--- config.mk ---
export PLATFORM = sky130hd
export DESIGN_NAME = waveform_generator
export DESIGN_NICKNAME = d
export VERILOG_FILES = /design/src/rtl/wavegen_pkg.sv /design/src/rtl/bounded_stepper.sv /design/src/rtl/waveform_generator.sv
export SDC_FILE = /design/constraint.sdc
export NUM_CORES = 1
export LEC_CHECK = 0
export CAP_MARGIN = 20
export CORE_UTILIZATION = 39
export DETAILED_ROUTE_END_ITERATION = 10
export HOLD_SLACK_MARGIN = 0.02
export SLEW_MARGIN = 20
export SYNTH_ARGS = -nofsm -noshare
export SYNTH_HDL_FRONTEND = slang
export SYNTH_SLANG_ARGS = --single-unit
--- constraint.sdc ---
create_clock -name clk -period 5.39 [get_ports clk]
set_input_delay 0.539 -clock clk [delete_from_list [all_inputs] [get_ports clk]]
set_output_delay 0.539 -clock clk [all_outputs]
set_load 0.01 [all_outputs]
--- src/rtl/wavegen_pkg.sv ---
// Shared types and constants for the waveform generator and its stepper.
package wavegen_pkg;

  localparam int MODE_W = 2;

  typedef enum logic [MODE_W-1:0] {
    M_TRIANGLE = 2'd0,
    M_SAW_UP   = 2'd1,
    M_SAW_DOWN = 2'd2,
    M_SQUARE   = 2'd3
  } wave_mode_t;

  typedef enum logic {
    S_DOWN = 1'b0,
    S_UP   = 1'b1
  } dir_state_t;

  // Direction a mode starts in when (re)loading its start value.
  function automatic dir_state_t start_dir(input wave_mode_t m);
    return (m == M_SAW_DOWN) ? S_DOWN : S_UP;
  endfunction

endpackage

--- src/rtl/bounded_stepper.sv ---
// Combinational step toward a bound, computed in N+1 bits so the add and
// the subtract can never wrap. hit_bound means the step would pass beyond
// the bound; next_value is then clamped to that bound. When the step lands
// exactly on the bound, hit_bound stays low and next_value equals the bound.
module bounded_stepper #(
  parameter int N = 8
) (
  input  logic [N-1:0] value,
  input  logic [N-1:0] step,
  input  logic [N-1:0] lo,
  input  logic [N-1:0] hi,
  input  logic         direction,
  output logic [N-1:0] next_value,
  output logic         hit_bound
);

  logic [N:0] sum;
  logic [N:0] lo_plus_step;

  assign sum          = {1'b0, value} + {1'b0, step};
  assign lo_plus_step = {1'b0, lo} + {1'b0, step};

  // Pick the add or subtract path and clamp to the bound it would pass.
  // NOTE: every output gets a default first so no path can infer a latch.
  always_comb begin
    next_value = value;
    hit_bound  = 1'b0;
    if (direction) begin
      hit_bound  = sum > {1'b0, hi};
      next_value = hit_bound ? hi : sum[N-1:0];
    end else begin
      // value < lo + step is the same test as value - step < lo, without
      // ever forming a negative difference.
      hit_bound  = {1'b0, value} < lo_plus_step;
      next_value = hit_bound ? lo : (value - step);
    end
  end

endmodule

--- src/rtl/waveform_generator.sv ---
// Multi-mode bounded waveform generator (triangle, saw up, saw down, square).
// Optional build macro: WAVEGEN_PRESCALE_EN - when defined, only every DIV-th
// enabled cycle is an update; otherwise every enabled cycle is an update.
module waveform_generator
  import wavegen_pkg::*;
#(
  parameter int N   = 8,
  parameter int DIV = 4
) (
  input  logic              clk,
  input  logic              rst,
  input  logic              ena,
  input  logic [MODE_W-1:0] mode,
  input  logic [N-1:0]      lo,
  input  logic [N-1:0]      hi,
  input  logic [N-1:0]      step,
  output logic [N-1:0]      out,
  output logic              dir,
  output logic              cycle_done
);

  if (DIV < 1) begin : g_div_invalid
    $error("waveform_generator: DIV must be at least 1");
  end

  wave_mode_t mode_in;
  assign mode_in = wave_mode_t'(mode);

  logic update;

`ifdef WAVEGEN_PRESCALE_EN
  localparam int                PRESC_W  = (DIV > 1) ? $clog2(DIV) : 1;
  localparam logic [PRESC_W-1:0] PRESC_TC = PRESC_W'(DIV - 1);

  logic [PRESC_W-1:0] presc_q;

  assign update = ena && (presc_q == PRESC_TC);

  // Count enabled cycles; wrap at terminal count, hold while ena is low.
  always_ff @(posedge clk) begin
    if (rst) begin
      presc_q <= '0;
    end else if (ena) begin
      presc_q <= (presc_q == PRESC_TC) ? '0 : presc_q + PRESC_W'(1);
    end
  end
`else
  assign update = ena;
`endif

  logic [N-1:0] out_q;
  dir_state_t   dir_q;
  logic         cycle_done_q;
  wave_mode_t   mode_q;
  logic [N-1:0] phase_q;

  logic [N-1:0] out_d;
  dir_state_t   dir_d;
  logic         cycle_done_d;
  wave_mode_t   mode_d;
  logic [N-1:0] phase_d;

  // A zero step behaves like a step of one.
  logic [N-1:0] step_eff;
  assign step_eff = (step == '0) ? N'(1) : step;

  // Saw modes always step in their fixed direction; triangle follows the FSM.
  logic stepper_dir;
  always_comb begin
    case (mode_in)
      M_SAW_UP:   stepper_dir = 1'b1;
      M_SAW_DOWN: stepper_dir = 1'b0;
      default:    stepper_dir = dir_q;
    endcase
  end

  logic [N-1:0] stepped;
  logic         hit_bound;

  bounded_stepper #(.N(N)) u_stepper (
    .value      (out_q),
    .step       (step_eff),
    .lo         (lo),
    .hi         (hi),
    .direction  (stepper_dir),
    .next_value (stepped),
    .hit_bound  (hit_bound)
  );

  // Square phase: the level toggles once the current one has lasted step updates.
  logic [N:0] phase_inc;
  logic       phase_done;
  assign phase_inc  = {1'b0, phase_q} + {{N{1'b0}}, 1'b1};
  assign phase_done = phase_inc >= {1'b0, step_eff};

  // Next-state and next-output decode for one update; everything holds otherwise.
  always_comb begin
    out_d        = out_q;
    dir_d        = dir_q;
    mode_d       = mode_q;
    phase_d      = phase_q;
    cycle_done_d = 1'b0;
    if (update) begin
      if (lo >= hi) begin
        // Degenerate bounds: pin to lo, keep the direction.
        out_d = lo;
      end else if ((mode_in != mode_q) || (out_q < lo) || (out_q > hi)) begin
        // Mode switch or value outside the window: restart the mode.
        out_d   = (mode_in == M_SAW_DOWN) ? hi : lo;
        dir_d   = start_dir(mode_in);
        mode_d  = mode_in;
        phase_d = '0;
      end else begin
        case (mode_in)
          M_TRIANGLE: begin
            if (dir_q == S_UP) begin
              if (hit_bound || (stepped == hi)) begin
                out_d = hi;
                dir_d = S_DOWN;
              end else begin
                out_d = stepped;
              end
            end else begin
              if (hit_bound || (stepped == lo)) begin
                out_d        = lo;
                dir_d        = S_UP;
                cycle_done_d = 1'b1;
              end else begin
                out_d = stepped;
              end
            end
          end
          M_SAW_UP: begin
            if (hit_bound) begin
              out_d        = lo;
              cycle_done_d = 1'b1;
            end else begin
              out_d = stepped;
            end
          end
          M_SAW_DOWN: begin
            if (hit_bound) begin
              out_d        = hi;
              cycle_done_d = 1'b1;
            end else begin
              out_d = stepped;
            end
          end
          default: begin
            if (phase_done) begin
              phase_d = '0;
              if (out_q == hi) begin
                out_d = lo;
                dir_d = S_DOWN;
              end else begin
                out_d        = hi;
                dir_d        = S_UP;
                cycle_done_d = 1'b1;
              end
            end else begin
              phase_d = phase_inc[N-1:0];
            end
          end
        endcase
      end
    end
  end

  // State register for the waveform, direction FSM, mode and square phase.
  // NOTE: sequential state uses non-blocking assignments so every register
  // samples the pre-edge values regardless of statement order.
  always_ff @(posedge clk) begin
    if (rst) begin
      out_q        <= '0;
      dir_q        <= S_UP;
      cycle_done_q <= 1'b0;
      mode_q       <= M_TRIANGLE;
      phase_q      <= '0;
    end else begin
      out_q        <= out_d;
      dir_q        <= dir_d;
      cycle_done_q <= cycle_done_d;
      mode_q       <= mode_d;
      phase_q      <= phase_d;
    end
  end

  assign out        = out_q;
  assign dir        = dir_q;
  assign cycle_done = cycle_done_q;

endmodule

# Word-level counts from Yosys, hierarchy flattened

Cells that the tools add are included.

Bits in registers: 20
Latch bits: 0
Memory bits (writable): 0
Memory bits (read-only): 0
Input port bits: 29
Output and inout bits: 10
Logic and storage cells: 72
Memories: 0

$add $sub $neg: 4
$mul: 0
Div/mod/pow operators: 0
Order comparisons: 6
Eq/ne operators: 8
Shift-type cells: 0
Muxes and demuxes: 32
Bitwise logic cells: 2
Reduce and logical (&&, ||, !) cells: 15

Operator list:

| cell                | number |
|---|---|
| $mux 8              | 17 |
| $eq 8x8->1          | 3 |
| $pmux 8 s3          | 1 |
| $add 8x8->9         | 2 |
| $mux 1              | 11 |
| $add 8x1->9 const B | 1 |
| $ge 9x8->1          | 1 |
| $gt 9x8->1          | 1 |
| $lt 8x9->1          | 1 |
| $ge 8x8->1          | 1 |
| $gt 8x8->1          | 1 |
| $logic_not 8->1     | 1 |
| $lt 8x8->1          | 1 |
| $sub 8x8->8         | 1 |
| $pmux 1 s2          | 3 |
| $reduce_and 3->1    | 2 |
| $reduce_bool 6->1   | 1 |
| $logic_or 1x1->1    | 4 |
| $ne 2x1->1 const B  | 2 |
| $reduce_and 4->1    | 1 |
| $reduce_or 4->1     | 1 |
| $reduce_bool 3->1   | 1 |
| $reduce_or 3->1     | 1 |
| $eq 2x1->1 const B  | 1 |
| other kinds (6)     | 7 |

# Depth between registers and ports, before layout

Gate-level depths: netlist (run 1).

Depth after elaboration: 13
Depth in mapped cells: 24
Depth with buffers taken out: 21

# Cells and area by module

Synthesis (run 1) repeated with hierarchy kept, for this count alone.

Cell total of the unflattened synthesis: 549
Area total of the unflattened synthesis: 4322.9 um2

Modules (own cells, without submodules):

| module             | instances | cells an instance | area an instance (um2) | sequential area each (um2) |
|---|---|---|---|---|
| waveform_generator | 1         | 340               | 2660.1                 | 400.4 |
| bounded_stepper    | 1         | 209               | 1662.8                 | 0.0 |

# Worst setup path before layout (run 1)

No wires, ideal clock.

Path type: in2reg
From: input step[4]
To: register out_q[1] (netlist: out[1])
Setup time: 120 ps
Data arrival time: 4734 ps
Required time: 5270 ps
Slack: 536 ps
Stages on the path: 20
Path buffers: 2
Cells stage by stage: nor4_1 > a41o_1 > ha_1 > nand2b_1 > a2111o_1 > and3_1 > nor4_2 > ha_1 > and3_1 > and3_1 > a211oi_2 > nor2_4 > buf_6 > mux2i_1 > a32oi_1 > nor4b_4 > and2_1 > buf_6 > mux2i_1 > o31a_1

Longest elaborated chain between the ends: 13
Elaborated cells between the ends (all ways): 26

Ends and longest elaborated chain:

| what                                            | line                                                 | source |
|---|---|---|
| start, declared                                 | waveform_generator.sv:16                             | `input logic [N-1:0] step,` |
| $logic_not 8->1                                 | waveform_generator.sv:65                             | `assign step_eff = (step == '0) ? N'(1) : step;` |
| $mux 8 *                                        | waveform_generator.sv:65                             |  |
| $add 8x8->9 (on tied branches)                  | bounded_stepper.sv:21, bounded_stepper.sv:20         |  |
| $lt 8x9->1 / $gt 9x8->1 (equally long branches) | bounded_stepper.sv:34, bounded_stepper.sv:29         |  |
| $mux 8 (on tied branches)                       | bounded_stepper.sv:35, bounded_stepper.sv:30         |  |
| $mux 8                                          | bounded_stepper.sv:28                                | `if (direction) begin` |
| $eq 8x8->1 (on tied branches)                   | waveform_generator.sv:124, waveform_generator.sv:117 |  |
| $logic_or 1x1->1 (on tied branches)             | waveform_generator.sv:124, waveform_generator.sv:117 |  |
| $mux 8 (on tied branches)                       | waveform_generator.sv:124, waveform_generator.sv:117 |  |
| $mux 8                                          | waveform_generator.sv:116                            | `if (dir_q == S_UP) begin` |
| $pmux 8 s3                                      | waveform_generator.sv:114                            | `case (mode_in)` |
| $mux 8                                          | waveform_generator.sv:107                            | `end else if ((mode_in != mode_q) \|\| (out_q < lo) \|\| (out_q > hi)) begin` |
| $mux 8                                          | waveform_generator.sv:104                            | `if (lo >= hi) begin` |
| end signal, assigned                            | waveform_generator.sv:180                            | `out_q <= out_d;` |
| end, declared                                   | waveform_generator.sv:51                             | `logic [N-1:0] out_q;` |

Every way passes the cells marked *; elsewhere a longest branch is shown, timed or not.
A chain may end at the register's enable or synchronous reset.

# Final worst setup path (run 1)

From: input step[1]
To: register out_q[4] (netlist: out[4])

Same word-level chain as after synthesis.

==> summary.txt, run 1 <==
Status
  • Outcome: finished clean

Synthesis
  • Avg Cell Area, Syn: 7.43 µm²
  • Synth cell types: 80
  • Mapped cell area: ~0.0048 mm²
  • Syn nets: 754
  • Leading post-synthesis cells by cell area: ha_1 19%, dfxtp_1 8.3%, a21oi_1 4.6%, o21ai_0 4.5%, xnor2_1 3.8%
  • Cells after Synth: between 600 and 700
  • Main synth FF type: dfxtp_1
  • EDFF count, synth: 0
  • Yosys top cell by area: ha_1
  • Post-synthesis register bit count: 20
  • Post-synthesis sequential area ratio: 0.0831
  • Asr flop ratio synth: 0
  • Syn. warnings: 0
  • Post-synth top area share: 0.192

Worst setup path
  • Arrival @ worst endpoint: 5.29 ns
  • Critical R2R Launch: out[1]
  • CP max FO: 4
  • Crit. End Element: flop
  • FF-to-FF path depth: 19
  • Reg2Reg Capture Point: out[4]
  • Crit path kind: in -> reg
  • CP Launch Point: step[1]
  • Data required time of the worst path: 5.59 ns
  • R2R Setup Slk: 0.80 ns
  • Setup crit start kind: input port

Finish
  • Commonest non-fill, non-tap cell in the layout: ha_1
  • Area growth from synthesis to layout: 23.7%
  • NumNets Final: 832
  • Ratio of cells with drive above 1 in the final layout: 0.161
  • Commonest non-fill, non-tap cells in the layout: 73 x ha_1, 72 x buf_4, 45 x inv_1
  • Post-layout util: 0.496
  • Antenna diode count: 0

Placement
  • Placed wire-length estimate: 14600 µm
  • GPL Wtd Cong: 0.964
  • Port Buffer Count: 38

Power
  • Comb power frac: 0.709
  • Clock power share: 0.166
  • Pleak: 2.76 nW
  • Int Power: 723 µW
  • Switching share of power: 0.450
  • Sequential share of power: 0.126
  • VDD IR-drop max: roughly 0.00011 V
  • Net Sw Power: between 500 and 600 µW
  • PwrDens: 221 mW/mm²

Global routing
  • First-pass GRT wire length: 28800 µm
  • Largest net degree at the start of global routing: 23
  • Vias in the first global route: 5367
  • Initial antenna violation count: 0
  • Total track usage: 0.287
  • GRT overflow: 0

Clock network
  • Clock slew at reported path FFs: 0.07 ns
  • CTS Buf Count: 3
  • CTS root buf: clkbuf_16
  • Insertion delay to the later sink of the worst-skew pair: 0.26 ns
  • H-tree depth: 1
  • Clock Path Buffers: 2
  • TritonCTS clock tree: yes
  • CTS Sinks: 20

Floorplan
  • Die Area: 0.0128 mm²
  • Die height: 113 µm
  • I/O pin count: 39
  • Starting density of the core: 0.401
  • Die X: 113 µm
  • Core area: around 0.012 mm²
  • Row Count: 40

STA
  • Final Skew: 0.00210 ns
  • Max-slew violation count: 0
  • Actual slew at the worst max-slew pin: around 0.98 ns
  • Final setup TNS: 0 ns
  • Fin. Hold Viols: 0
  • Period utilisation layout: 0.945
  • Fmax: between 150 and 200 MHz
  • Final min period: between 5 and 6 ns
  • Final setup viols: 0
  • Relative slew slack: 0.345
  • RSZ-0062 raised after global routing: false

Detailed routing
  • Iter 0 DRT Violations: roughly 450
  • Antenna Nets Post-Route: 0
  • DRC Markers: 0
  • DRT Pass-1 Iters: 5
  • Vias per Instance: 6.30
  • Vias after detailed routing: approximately 5500
  • Wire per inst: between 20 and 25 µm
  • DRT Wirelength: 18400 µm

Job
  • Max cap viols: 0

Hold path
  • HP Start: mode_q[1]
  • WHS Path Cells: 2
  • Hold-critical path endpoint: mode_q[1]
  • Class of the tightest hold or removal check: reg -> reg
## worst max-delay path: stages
cell and delay (ns):
clkdlybuf4s50_1 0.51, inv_1 0.11, a41o_1 0.24, ha_2 0.22, fa_1 0.38, nor2b_1 0.17, o22a_2 0.25, nand3_1 0.15
nand2_1 0.09, ha_1 0.31, and3_1 0.21, and3_1 0.21, a211oi_4 0.30, buf_4 0.17, nor4_1 0.04, o21bai_2 0.26
a311oi_2 0.24, buf_4 0.17, buf_4 0.11, mux2i_1 0.06, a221oi_1 0.28, o211ai_1 0.13, a21oi_1 0.15
## state kept, by name, summed over array words and instances (netlist names)
signal      flops
mode_q          2
out             8
phase_q         8
cycle_done      1
dir             1
## through the flow
step | hold slack (ns) | setup slack (ns) | area [µm²] | cells | total power, mW
6_report | 0.508 | 0.299 | 5960 | 872 | 1.31
5_1_grt | 0.546 | 0.0132 | 5960 | 872 | 1.39
4_1_cts | 0.515 | 0.0321 | 5850 | 869 | 1.26
3_5_place_dp | 0.500 | -0.201 | 5740 | 865 | 1.04
3_3_place_gp | 0.492 | -0.161 | 5740 | 865 | 1.02
2_1_floorplan | 0.474 | 0.536 | 4820 | 648 | 0.726
## how the worst max path moves through the flow
stage                         to  slack, ns  cells past startpoint
after global placement    out[6]      -0.16                     20
after floorplan           out[1]       0.54                     20
after detailed placement  out[2]      -0.20                     20
final                     out[4]       0.30                     23
after CTS                 out[6]       0.03                     20
after global routing      out[4]       0.01                     25
## synthesized netlist by cell type, types with 6 or more instances
master / count
ha_1: 74
inv_1: 45
a21oi_1: 44
nor2_1: 44
o21ai_0: 43
nand2_1: 39
clkbuf_1: 27
nand3_1: 25
xnor2_1: 21
dfxtp_1: 20
a21o_1: 14
mux2i_1: 13
nor2b_1: 12
o22ai_1: 12
xor2_1: 12
a211oi_1: 11
a31oi_1: 11
o21a_1: 11
and3_1: 10
o211ai_1: 10
o21bai_1: 10
a221oi_1: 9
nor3_1: 9
nand2b_1: 7
buf_2: 6
mux2_2: 6
## cell type report
class / instances / area (µm²)
clock buffer: 3 / 75.1
clock inverter: 1 / 30.0
fill: 1200 / 6060
inverter: 46 / 173
multi-input combinational: 544 / 4150
sequential: 20 / 400
tap: 147 / 184
timing repair buffer: 111 / 948
## power groups by stage
stage          clock (mW)  sequential [mW]  combinational (mW)
2_1_floorplan           0            0.170               0.556
3_3_place_gp            0            0.168               0.856
3_5_place_dp            0            0.168               0.872
4_1_cts             0.217            0.165               0.879
5_1_grt             0.220            0.165                1.00
6_report            0.217            0.165               0.931
## layer usage
metal  GRT usage  share of wire  vias up  wire, µm
met1       0.393           0.45     2613      8340
met4      0.0930          0.032        0       594
li1            -              -     2569         -
met3      0.0230          0.066       48      1210
met5           0              0        -         0
met2       0.476           0.45      262      8290
## logic make-up after synthesis
| kind of cell | synth area share |
|---|---|
| AOI/OAI and AO/OA | 0.329 |
| xor gates and xnor gates | 0.0647 |
| adders and majority gates | 0.205 |
| buffers and inverters | 0.0743 |
| DFF | 0.0831 |
| muxes | 0.0439 |
| and+or+nand+nor | 0.201 |
## what timing repair did
item,CTS,global route
hold buffers,0,0
setup endpoints to repair,0,10
buffers inserted,0,2
gates resized for setup,0,23
No activity file was read; power rests on OpenSTA's default activity.
==> run 2: changes to the inputs <==
Settings changed: GPL_ROUTABILITY_DRIVEN set to 1.
==> results of run 2 <==
The final DEF is identical to that of run 1; final timing and power are the same.
==> run 3: changes to the inputs <==
Settings changed: CELL_PAD_IN_SITES_DETAIL_PLACEMENT set to 0, CELL_PAD_IN_SITES_GLOBAL_PLACEMENT set to 1, GPL_ROUTABILITY_DRIVEN 1 to unset, PLACE_DENSITY_LB_ADDON set to 0.1.
==> run 3 against run 2 <==
Sequential share of layout area about the same. Register-to-register slack better by 0.04 ns. Cell area down 0.67%. Via count down 1.4%. Global-route usage up 1.0 points. Highest routed layer unchanged. Critical path depth unchanged. Die area unchanged. Non-clock buffer count down 1. Sequential cell count unchanged. Critical path type unchanged. Utilization down 0.33 points.
==> summary.txt, run 3 (synthesis gave the netlist of run 1 again) <==
Worst setup path
  • Arrival @ worst endpoint: 5.36 ns (was 5.29 ns)
  • Reg2Reg Capture Point: out[6] (was out[4])
  • CP max FO: 7 (was 4)
  • FF-to-FF path depth: 21 (was 19)
  • Critical R2R Launch: out[0] (was out[1])
  • Crit. End Element: flop (unchanged)
  • Data required time of the worst path: 5.53 ns (was 5.59 ns)
  • Crit path to: out[6] (was out[4])
  • R2R Setup Slk: 0.84 ns (was 0.80 ns)
  • Setup crit start kind: input port (unchanged)
  • CP Launch Point: step[5] (was step[1])
  • Crit path kind: in -> reg (unchanged)

Clock network
  • H-tree depth: 1 (unchanged)
  • Insertion delay to the later sink of the worst-skew pair: 0.26 ns (about the same)
  • CTS root buf: clkbuf_16 (unchanged)
  • Clock slew at reported path FFs: 0.06 ns (was 0.07 ns)
  • Cts hold-fix bufs: 0 (unchanged)
  • Clock Path Buffers: 2 (unchanged)
  • CTS Buf Count: 3 (unchanged)
  • TritonCTS clock tree: yes (unchanged)
  • CTS Sinks: 20 (unchanged)

Floorplan
  • Row Count: 40 (unchanged)
  • Starting density of the core: 0.401 (unchanged)
  • Die height: 113 µm (unchanged)
  • I/O pin count: 39 (unchanged)
  • Die X: 113 µm (unchanged)
  • Die Area: 0.0128 mm² (unchanged)
  • Core area: 0.0120 mm² (unchanged)

Global routing
  • First-pass GRT wire length: 29100 µm (was 28800 µm)
  • GRT overflow: 0 (unchanged)
  • Largest net degree at the start of global routing: 23 (unchanged)
  • Initial antenna violation count: 0 (unchanged)
  • Vias in the first global route: 5205 (was 5367)
  • Total track usage: 0.298 (was 0.287)

Power
  • PwrDens: 215 mW/mm² (was 221 mW/mm²)
  • VDD IR-drop max: 0.000126 V (was 0.000114 V)
  • Total Power: 1.27 mW (was 1.31 mW)
  • Pleak: 2.72 nW (was 2.76 nW)

STA
  • Fin. Hold Viols: 0 (unchanged)
  • Final min period: 5.22 ns (was 5.09 ns)
  • Final setup viols: 0 (unchanged)
  • Max-slew violation count: 0 (unchanged)
  • Final Skew: 0.00671 ns (was 0.00210 ns)
  • Period utilisation layout: 0.968 (was 0.945)
  • Relative slew slack: 0.335 (was 0.345)
  • Worst Hold Slack: 0.504 ns (was 0.508 ns)
  • Fmax: 192 MHz (was 196 MHz)
  • Actual slew at the worst max-slew pin: 0.993 ns (was 0.976 ns)
  • Final setup TNS: 0 ns (unchanged)

Finish
  • Commonest non-fill, non-tap cells in the layout: 73 x ha_1, 70 x buf_4, 45 x inv_1 (was 73 x ha_1, 72 x buf_4, 45 x inv_1)
  • Final Non-Filler Cells: 870 (was 872)
  • Area growth from synthesis to layout: 22.8% (was 23.7%)
  • NumNets Final: 831 (was 832)
  • Commonest non-fill, non-tap cell in the layout: ha_1 (unchanged)
  • Ratio of cells with drive above 1 in the final layout: 0.156 (was 0.161)
  • Antenna diode count: 0 (unchanged)
  • Post-layout util: 0.493 (was 0.496)

Detailed routing
  • DRT Wirelength: 19100 µm (was 18400 µm)
  • DRC Markers: 0 (unchanged)
  • Antenna Nets Post-Route: 0 (unchanged)
  • DRT Pass-1 Iters: 5 (unchanged)
  • Vias after detailed routing: 5415 (was 5492)
  • Vias per Instance: 6.22 (was 6.30)
  • Iter 0 DRT Violations: 506 (was 454)
  • Wire per inst: 22.0 µm (was 21.1 µm)

Status
  • Outcome: finished clean (unchanged)

Job
  • Max cap viols: 0 (unchanged)

Hold path
  • Class of the tightest hold or removal check: reg -> reg (unchanged)

Placement
  • Port Buffer Count: 38 (unchanged)
  • DP Cell Count: 863 (was 865)
  • GPL Wtd Cong: 0.957 (was 0.964)
  • Placed wire-length estimate: 15000 µm (was 14600 µm)
## run 3: cell type report
| cell class | count | area [µm²] |
|---|---|---|
| multi-input cells | 544 | 4140 |
| well taps | 147 | 184 |
| inverters | 46 | 173 |
| repair buffers | 110 | 946 |
| clock buffers | 3 | 75.1 |
| fillers | 1230 | 6100 |
| flip-flops and latches | 20 | 400 |
## run 3: worst min-delay path by stage
stage | start | endpoint | slack [ns] | depth (start not counted)
after floorplan | mode_q[0] | mode_q[0] | 0.47 | 2
after global placement | mode_q[1] | mode_q[1] | 0.49 | 2
after detailed placement | mode_q[0] | mode_q[0] | 0.49 | 2
after CTS | mode_q[0] | mode_q[0] | 0.51 | 2
after global routing | mode_q[0] | mode_q[0] | 0.54 | 2
final | mode_q[0] | mode_q[0] | 0.50 | 2
## run 3: per-layer routing
metal,wire [µm],GRT usage,up-vias,part of all wire
li1,-,-,2593,-
met1,8770,0.404,2587,0.46
met2,8560,0.484,193,0.45
met3,1050,0.0262,42,0.055
met4,729,0.121,0,0.038
met5,0,0,-,0
## run 3: per-stage QoR
| stage | setup slack (ns) | instance area (µm²) |
|---|---|---|
| floorplan | 0.536 | 4820 |
| global placement | -0.0901 | 5740 |
| detailed placement | -0.119 | 5740 |
| CTS | 0.114 | 5810 |
| global route | -0.0328 | 5920 |
| finish | 0.171 | 5920 |
## run 3: critical path, stage by stage
cell,delay (ns)
clkdlybuf4s50_1,0.51
nor4_2,0.07
a41o_1,0.28
ha_1,0.23
fa_1,0.41
nor2b_2,0.18
o22a_2,0.25
nand3_1,0.15
nand2_1,0.13
ha_1,0.32
a21o_1,0.21
a211oi_2,0.32
a211oi_4,0.11
nor2_4,0.18
buf_4,0.16
buf_12,0.10
mux2i_1,0.21
xnor2_1,0.20
a221oi_4,0.10
and2_1,0.19
buf_4,0.17
o31ai_1,0.24
o22ai_1,0.11
## run 3: report_power, final
part           internal [mW]  switching, mW
combinational          0.430          0.516
clock                 0.0982         0.0619
sequential             0.155         0.0128
## run 3: what timing repair did
| item | in CTS | in global routing |
|---|---|---|
| resized for setup | 0 | 19 |
| endpoints found under the setup margin | 0 | 10 |
| hold endpoints to repair | 0 | 0 |
| buffers inserted | 0 | 3 |
